File: src/rtl/arima_sample_streamer.sv
// arima_sample_streamer: walks a sample BRAM once per start request and hands each sample to an ARIMA core over a valid/ready handshake
// Ports: clk, reset (sync, active-high); start (level run request);
//        bram_en/bram_addr/bram_dout (one-cycle-latency BRAM read port);
//        sample_valid/sample_data/sample_ready/time_step (downstream handshake);
//        busy (run in progress), done (run finished, waiting for start to drop)
module arima_sample_streamer #(
    parameter int DATA_W      = 32,
    parameter int ADDR_W      = 10,
    parameter int NUM_SAMPLES = 1000
) (
    input  logic              clk,
    input  logic              reset,
    input  logic              start,
    output logic              bram_en,
    output logic [ADDR_W-1:0] bram_addr,
    input  logic [DATA_W-1:0] bram_dout,
    output logic              sample_valid,
    output logic [DATA_W-1:0] sample_data,
    input  logic              sample_ready,
    output logic [31:0]       time_step,
    output logic              busy,
    output logic              done
);
    typedef enum logic [2:0] {IDLE, READ, LATCH, PRESENT, DONE} state_t;
    localparam logic [ADDR_W-1:0] LAST = ADDR_W'(NUM_SAMPLES - 1);
    state_t            state_q, state_d;
    logic [ADDR_W-1:0] idx_q, idx_d, addr_q, addr_d;
    logic              valid_q, valid_d;
    logic [DATA_W-1:0] data_q, data_d;
    logic [31:0]       ts_q, ts_d;
    always_comb begin
        state_d = state_q;
        idx_d   = idx_q;
        valid_d = valid_q;
        data_d  = data_q;
        ts_d    = ts_q;
        case (state_q)
            IDLE: if (start) begin
                idx_d   = '0;
                state_d = READ;
            end
            READ: state_d = LATCH;
            LATCH: begin
                data_d  = bram_dout;
                ts_d    = 32'(idx_q);
                valid_d = 1'b1;
                state_d = PRESENT;
            end
            PRESENT: if (sample_ready) begin
                valid_d = 1'b0;
                if (idx_q == LAST) state_d = DONE;
                else begin
                    idx_d   = idx_q + 1'b1;
                    state_d = READ;
                end
            end
            DONE: if (!start) state_d = IDLE;
            default: state_d = IDLE;
        endcase
        // The address is captured on entry to READ so it holds its last value everywhere else
        addr_d = (state_d == READ) ? idx_d : addr_q;
    end
    always_ff @(posedge clk) begin
        if (reset) begin
            state_q <= IDLE;
            idx_q   <= '0;
            addr_q  <= '0;
            valid_q <= 1'b0;
            data_q  <= '0;
            ts_q    <= '0;
        end else begin
            state_q <= state_d;
            idx_q   <= idx_d;
            addr_q  <= addr_d;
            valid_q <= valid_d;
            data_q  <= data_d;
            ts_q    <= ts_d;
        end
    end
    assign bram_en      = (state_q == READ);
    assign bram_addr    = addr_q;
    assign sample_valid = valid_q;
    assign sample_data  = data_q;
    assign time_step    = ts_q;
    assign busy         = (state_q != IDLE) && (state_q != DONE);
    assign done         = (state_q == DONE);
endmodule

File: config.mk
export PLATFORM = sky130hd
export DESIGN_NAME = arima_sample_streamer
export DESIGN_NICKNAME = d
export VERILOG_FILES = /design/src/rtl/arima_sample_streamer.sv
export SDC_FILE = /design/constraint.sdc
export NUM_CORES = 1
export LEC_CHECK = 0
export ABC_AREA = 1
export ABC_CLOCK_PERIOD_IN_PS = 1500
export BUFFER_PORTS_ARGS = -buffer_cell sky130_fd_sc_hd__buf_2
export CAP_MARGIN = 20
export CORE_UTILIZATION = 44
export DETAILED_ROUTE_END_ITERATION = 6
export GPL_TIMING_DRIVEN = 0
export PLACE_DENSITY = 0.87
export REMOVE_ABC_BUFFERS = 1
export SYNTH_ARGS = -nofsm -noshare
export SYNTH_HDL_FRONTEND = slang
export SYNTH_SLANG_ARGS = --single-unit
File: constraint.sdc
create_clock -name clk -period 1.5 [get_ports clk]
set_input_delay 0.075 -clock clk [delete_from_list [all_inputs] [get_ports clk]]
set_output_delay 0.075 -clock clk [all_outputs]
set_load 0.02 [all_outputs]
After elaboration in Yosys (flattened, before gate mapping)

Index checks and enable logic that the tools add are counted.
W data, S select, Z words.

$add $sub $neg: 1
Multiply operators: 0
Divide/modulo/power cells: 0
$lt $le $gt $ge: 0
Equal/unequal tests: 8
Shift-type cells: 0
Multiplexer cells: 11
Bitwise gates (word level): 0
Reductions and logical operators: 5

Operators with widths:

| kind                    | number |
|---|---|
| $mux W10                | 3 |
| $pmux W10 S2            | 1 |
| $pmux W3 S5             | 1 |
| $mux W3                 | 4 |
| $add A10 B1 Y10 const B | 1 |
| $eq A10 B10 Y1 const B  | 1 |
| $eq A3 B1 Y1 const B    | 2 |
| $eq A3 B2 Y1 const B    | 2 |
| $eq A3 B3 Y1 const B    | 1 |
| $logic_not A3 Y1        | 1 |
| $ne A3 B3 Y1 const B    | 1 |
| $reduce_bool A3 Y1      | 1 |
| $ne A2 B2 Y1 const B    | 1 |
| $pmux W1 S2             | 1 |
| $reduce_and A2 Y1       | 1 |
| $reduce_bool A2 Y1      | 1 |
| $logic_and A1 B1 Y1     | 1 |
| $mux W1                 | 1 |

Bits in registers: 66
Bits in latches: 0
Bits in writable memories: 0
Memory bits (read-only): 0
Input bits: 36
Output and inout bits: 78
Word-level logic and storage cells: 31
Memories: 0

Depth between registers and ports, before layout

Depth after elaboration: 5
Mapped depth: 11
Mapped depth without buffers: 11

Worst setup path after synthesis

No wires, ideal clock.

Path kind: reg-to-reg
Start point: register idx_q[0]
End point: register addr_q[0], in the netlist bram_addr[0]
Library setup time: 0.114 ns
Arrival: 1.314 ns
Required time: 1.386 ns
Slack: 0.072 ns
Stages on the path, launching flop included: 11
Path buffers: 0
Period minus slack after synthesis: 1.428 ns
Path through: dfxtp_1 ha_1 nand2_1 inv_1 nand3_1 nand3_2 nand2_1 nand2_1 inv_2 nor2_1 nor2_2

Cells in the longest elaborated chain, start to end: 5
Elaborated cells on any way between the ends: 10
Those cells by class: 1 x add/sub; 2 x eq/ne; 7 x mux

RTL lines:

| item                                                                    | RTL line | text |
|---|---|---|
| start, declared                                                         | 27       | `logic [ADDR_W-1:0] idx_q, idx_d, addr_q, addr_d;` |
| start signal, assigned                                                  | 73       | `idx_q <= idx_d;` |
| parallel branches: the longest is 5 deep, another holds $add A10 B1 Y10 | n/a      |  |
| end signal, assigned                                                    | 74       | `addr_q <= addr_d;` |
| end, declared                                                           | 27       |  |

Parallel ways; which one is timed is not known.
A chain may end at the register's enable or synchronous reset.

Worst setup path after layout

Start point: register idx_q[0]
End point: register addr_q[7], in the netlist bram_addr[7]

The elaborated chain is that of the path after synthesis.

==> flow_metrics.env <==
export IMPL_max_slew_worst_pin_slew_ps=629.5
export IMPL_whs_ps=31.77
export IMPL_dp_hpwl_um=4733
export IMPL_grt_setup_unrepaired="true"
export IMPL_cts_tree="done"
export IMPL_grt_max_degree=36
export IMPL_power_switching_mw=1.641
export IMPL_crit_required_ps=1730
export IMPL_cts_htree_levels=3
export IMPL_synthesis_area_mm2=0.002949
export IMPL_initial_core_util_pct=45.92
export IMPL_p_sw_share_pct=33.88
export IMPL_finalCritPeriodShare_pct=100.3
export IMPL_hp_class="primary input to flop"
export IMPL_portBuffers=91
export IMPL_viasPerCell=5.089
export IMPL_fin_crit_ps=1504
export IMPL_synth_edff_count=0
export IMPL_clockPowerShare_pct=30.4
export IMPL_synth_seq_cells=66
export IMPL_clk_latency_ps=330
export IMPL_place_area_mm2=0.003383
export IMPL_leakagePower_nw=2.127
export IMPL_status="complete, but fails checks"
export IMPL_seq_area_frac_synth_pct=44.80
export IMPL_crit_slowest_cell="dfxtp_4"
export IMPL_cp_arrival_ps=1730
export IMPL_fin_skew_ps=7.302
export IMPL_synthCells=426
export IMPL_grt_pass1_vias=3150
export IMPL_syn_area_per_cell_um2=6.923
export IMPL_drtIter0Drc=248
export IMPL_intPower_mw=3.203
export IMPL_cts_sinks=66
export IMPL_antenna_found_initial=0
export IMPL_cts_buffers=9
export IMPL_die_h_um=83.87
export IMPL_ys_types=23
export IMPL_power_density_mw_per_mm2=1152
export IMPL_via_count=3267
export IMPL_critPathMaxStageDelay_ps=380
export IMPL_num_nets_final=598
export IMPL_timing_max_cap_violations=0
export IMPL_cts_clk_slew_worst_paths_ps=70
export IMPL_grt_overflow=0
export IMPL_synth_warnings=0
export IMPL_synthArstFlopShare_pct=0
export IMPL_diodes=0
export IMPL_wl_per_cell_um=14.16
export IMPL_relSlewSlack_pct=57.98
export IMPL_dieArea_mm2=0.007034
export IMPL_startpoint_type="flop"
export IMPL_pwr_share_seq_pct=42.2
export IMPL_worst_path_buf_inv=0
export IMPL_grt_usage_pct=26.04
export IMPL_fmaxAchievable_ghz=0.6648
export IMPL_drt_pre_antenna_iters=7
export IMPL_drc=16
export IMPL_ant_nets=0
export IMPL_end_kind="flop"
export IMPL_critPathKind="flop to flop"
export IMPL_fin_area_mm2=0.004204
export IMPL_slew_viol_final=0
export IMPL_crit_family="simple AND/OR/NAND/NOR gates"
export IMPL_peakVddDrop_mv=0.8193
export IMPL_num_rows=29
export IMPL_ios=114
export IMPL_setup_violations_final=2
export IMPL_fp_coreArea_mm2=0.006422
export IMPL_hold_viol=0
export IMPL_gp_congestion=0.8978
export IMPL_routed_wl_um=9092
export IMPL_path_common_cell="nand2_4"
export IMPL_cts_buffer_depth=2
export IMPL_clock_root_buffer="clkbuf_8"
export IMPL_drive_above_1_share_pct=31.68
export IMPL_crit_fanout=5
export IMPL_grt_pass1_wl_um=14500
export IMPL_setup_tns_ps=-5.213
export IMPL_die_w_um=83.87
export IMPL_setup_slack_ps=-4.184
export IMPL_p_comb_share_pct=27.4
export IMPL_areaGrowthSynthToFinish_pct=42.55
export IMPL_violations="design-rule violations, negative setup slack"
export IMPL_dominantRegCellSynth="dfxtp_1"
export IMPL_crit_chain="ha_4 -> nand2_4 -> nor2_2 -> nand4_1 -> nand2_2 -> nand2_4 -> nand2_4 -> nand2_1 -> nand2_1 -> nor2_1"
==> synthesized netlist by cell type, types with 2 or more instances <==
cell,n,share of area (%)
dfxtp_1,66,45
nand2_1,81,10
nand3_1,18,3.1
nand4_1,6,1.3
inv_1,28,3.6
buf_4,23,5.9
clkbuf_1,13,1.7
inv_2,8,1.0
buf_1,2,0.25
nor2_1,103,13
nor2_2,4,0.85
a21oi_1,20,3.4
o21ai_0,43,7.3
buf_6,2,0.76
==> cells by family (layout without fill, tap and decap cells) <==
kind of cell | Yosys count | count (layout) | synth area share, %
AOI/OAI and AO/OA | 64 | 64 | 10.90
DFF | 66 | 66 | 44.80
other | 1 | 22 | 0.1272
adders and majority gates | 1 | 1 | 0.4242
and+or+nand+nor | 218 | 222 | 30.63
buffers and inverters | 76 | 190 | 13.11
==> cells in the final DEF (no fill, tap or decap), types with 10 or more instances in the layout <==
cell and count:
nand2_2 11, inv_1 26, clkbuf_8 10, nor2_2 10, dlygate4sd3_1 32, nand3_1 16, conb_1 22, dfxtp_1 56
nand2_1 68, buf_4 12, a21oi_1 20, nor2_1 95, buf_2 91, o21ai_0 43
==> flip-flops by register name (all words and copies together) (netlist names) <==
signal and count:
state_q 3, idx_q 10, sample_valid 1, sample_data 32, time_step 10, bram_addr 10
==> power groups by stage <==
stage	logic [mW]	clock network [mW]	registers, mW
2_1_floorplan	0.449	0	2.29
3_3_place_gp	1.01	0	2.06
3_5_place_dp	1.05	0	2.07
4_1_cts	1.22	1.51	2.03
5_1_grt	1.44	1.60	2.06
6_report	1.33	1.47	2.04
==> per-stage QoR <==
stage	util [%]	setup WS, ps	power, mW	instances
2_1_floorplan	-	-438.2	2.741	407
3_3_place_gp	51.82	-1378	3.071	575
3_5_place_dp	52.68	-558.9	3.120	577
4_1_cts	62.77	-7.996	4.761	634
5_1_grt	65.46	-64.83	5.098	642
6_report	65.46	-4.184	4.844	642
==> area by class of cell <==
type,count,area [um2]
timing repair buffer,139,949.7
fill,503,2218
tap,77,96.34
clock buffer,10,137.6
inverter,36,140.1
clock inverter,5,55.05
sequential,66,1341
multi-input combinational,309,1484
==> worst min-delay path, stage by stage <==
cell     delay [ps]
buf_2           110
a31oi_1          70
nor2_1           70
==> timing repair <==
item / CTS / global route
gates cloned: 4 / 1
setup buffers: 6 / 7
hold endpoints to repair: 32 / 0
gates resized for setup: 18 / 36
pin swaps: 6 / 10
hold buffers: 32 / 0
endpoints found under the setup margin: 65 / 56
==> layer usage <==
layer	share of wire, %	GRT usage [%]	vias to the layer above
met4	2.1	10.34	0
met2	47	42.77	194
met1	40	30.73	1482
met5	0	0	-
met3	11	9.693	24
li1	-	-	1567
==> worst paths after layout <==
path / slack (ps) / from / cells after the start / endpoint
worst max-delay path: -4 / idx_q[0] / 10 / bram_addr[7]
worst min-delay path: 30 / start / 3 / state_q[2]
worst max register to register: -4 / idx_q[0] / 10 / bram_addr[7]
worst min register to register: 480 / sample_valid / 2 / sample_valid
Power figures use the tool's default switching activity.
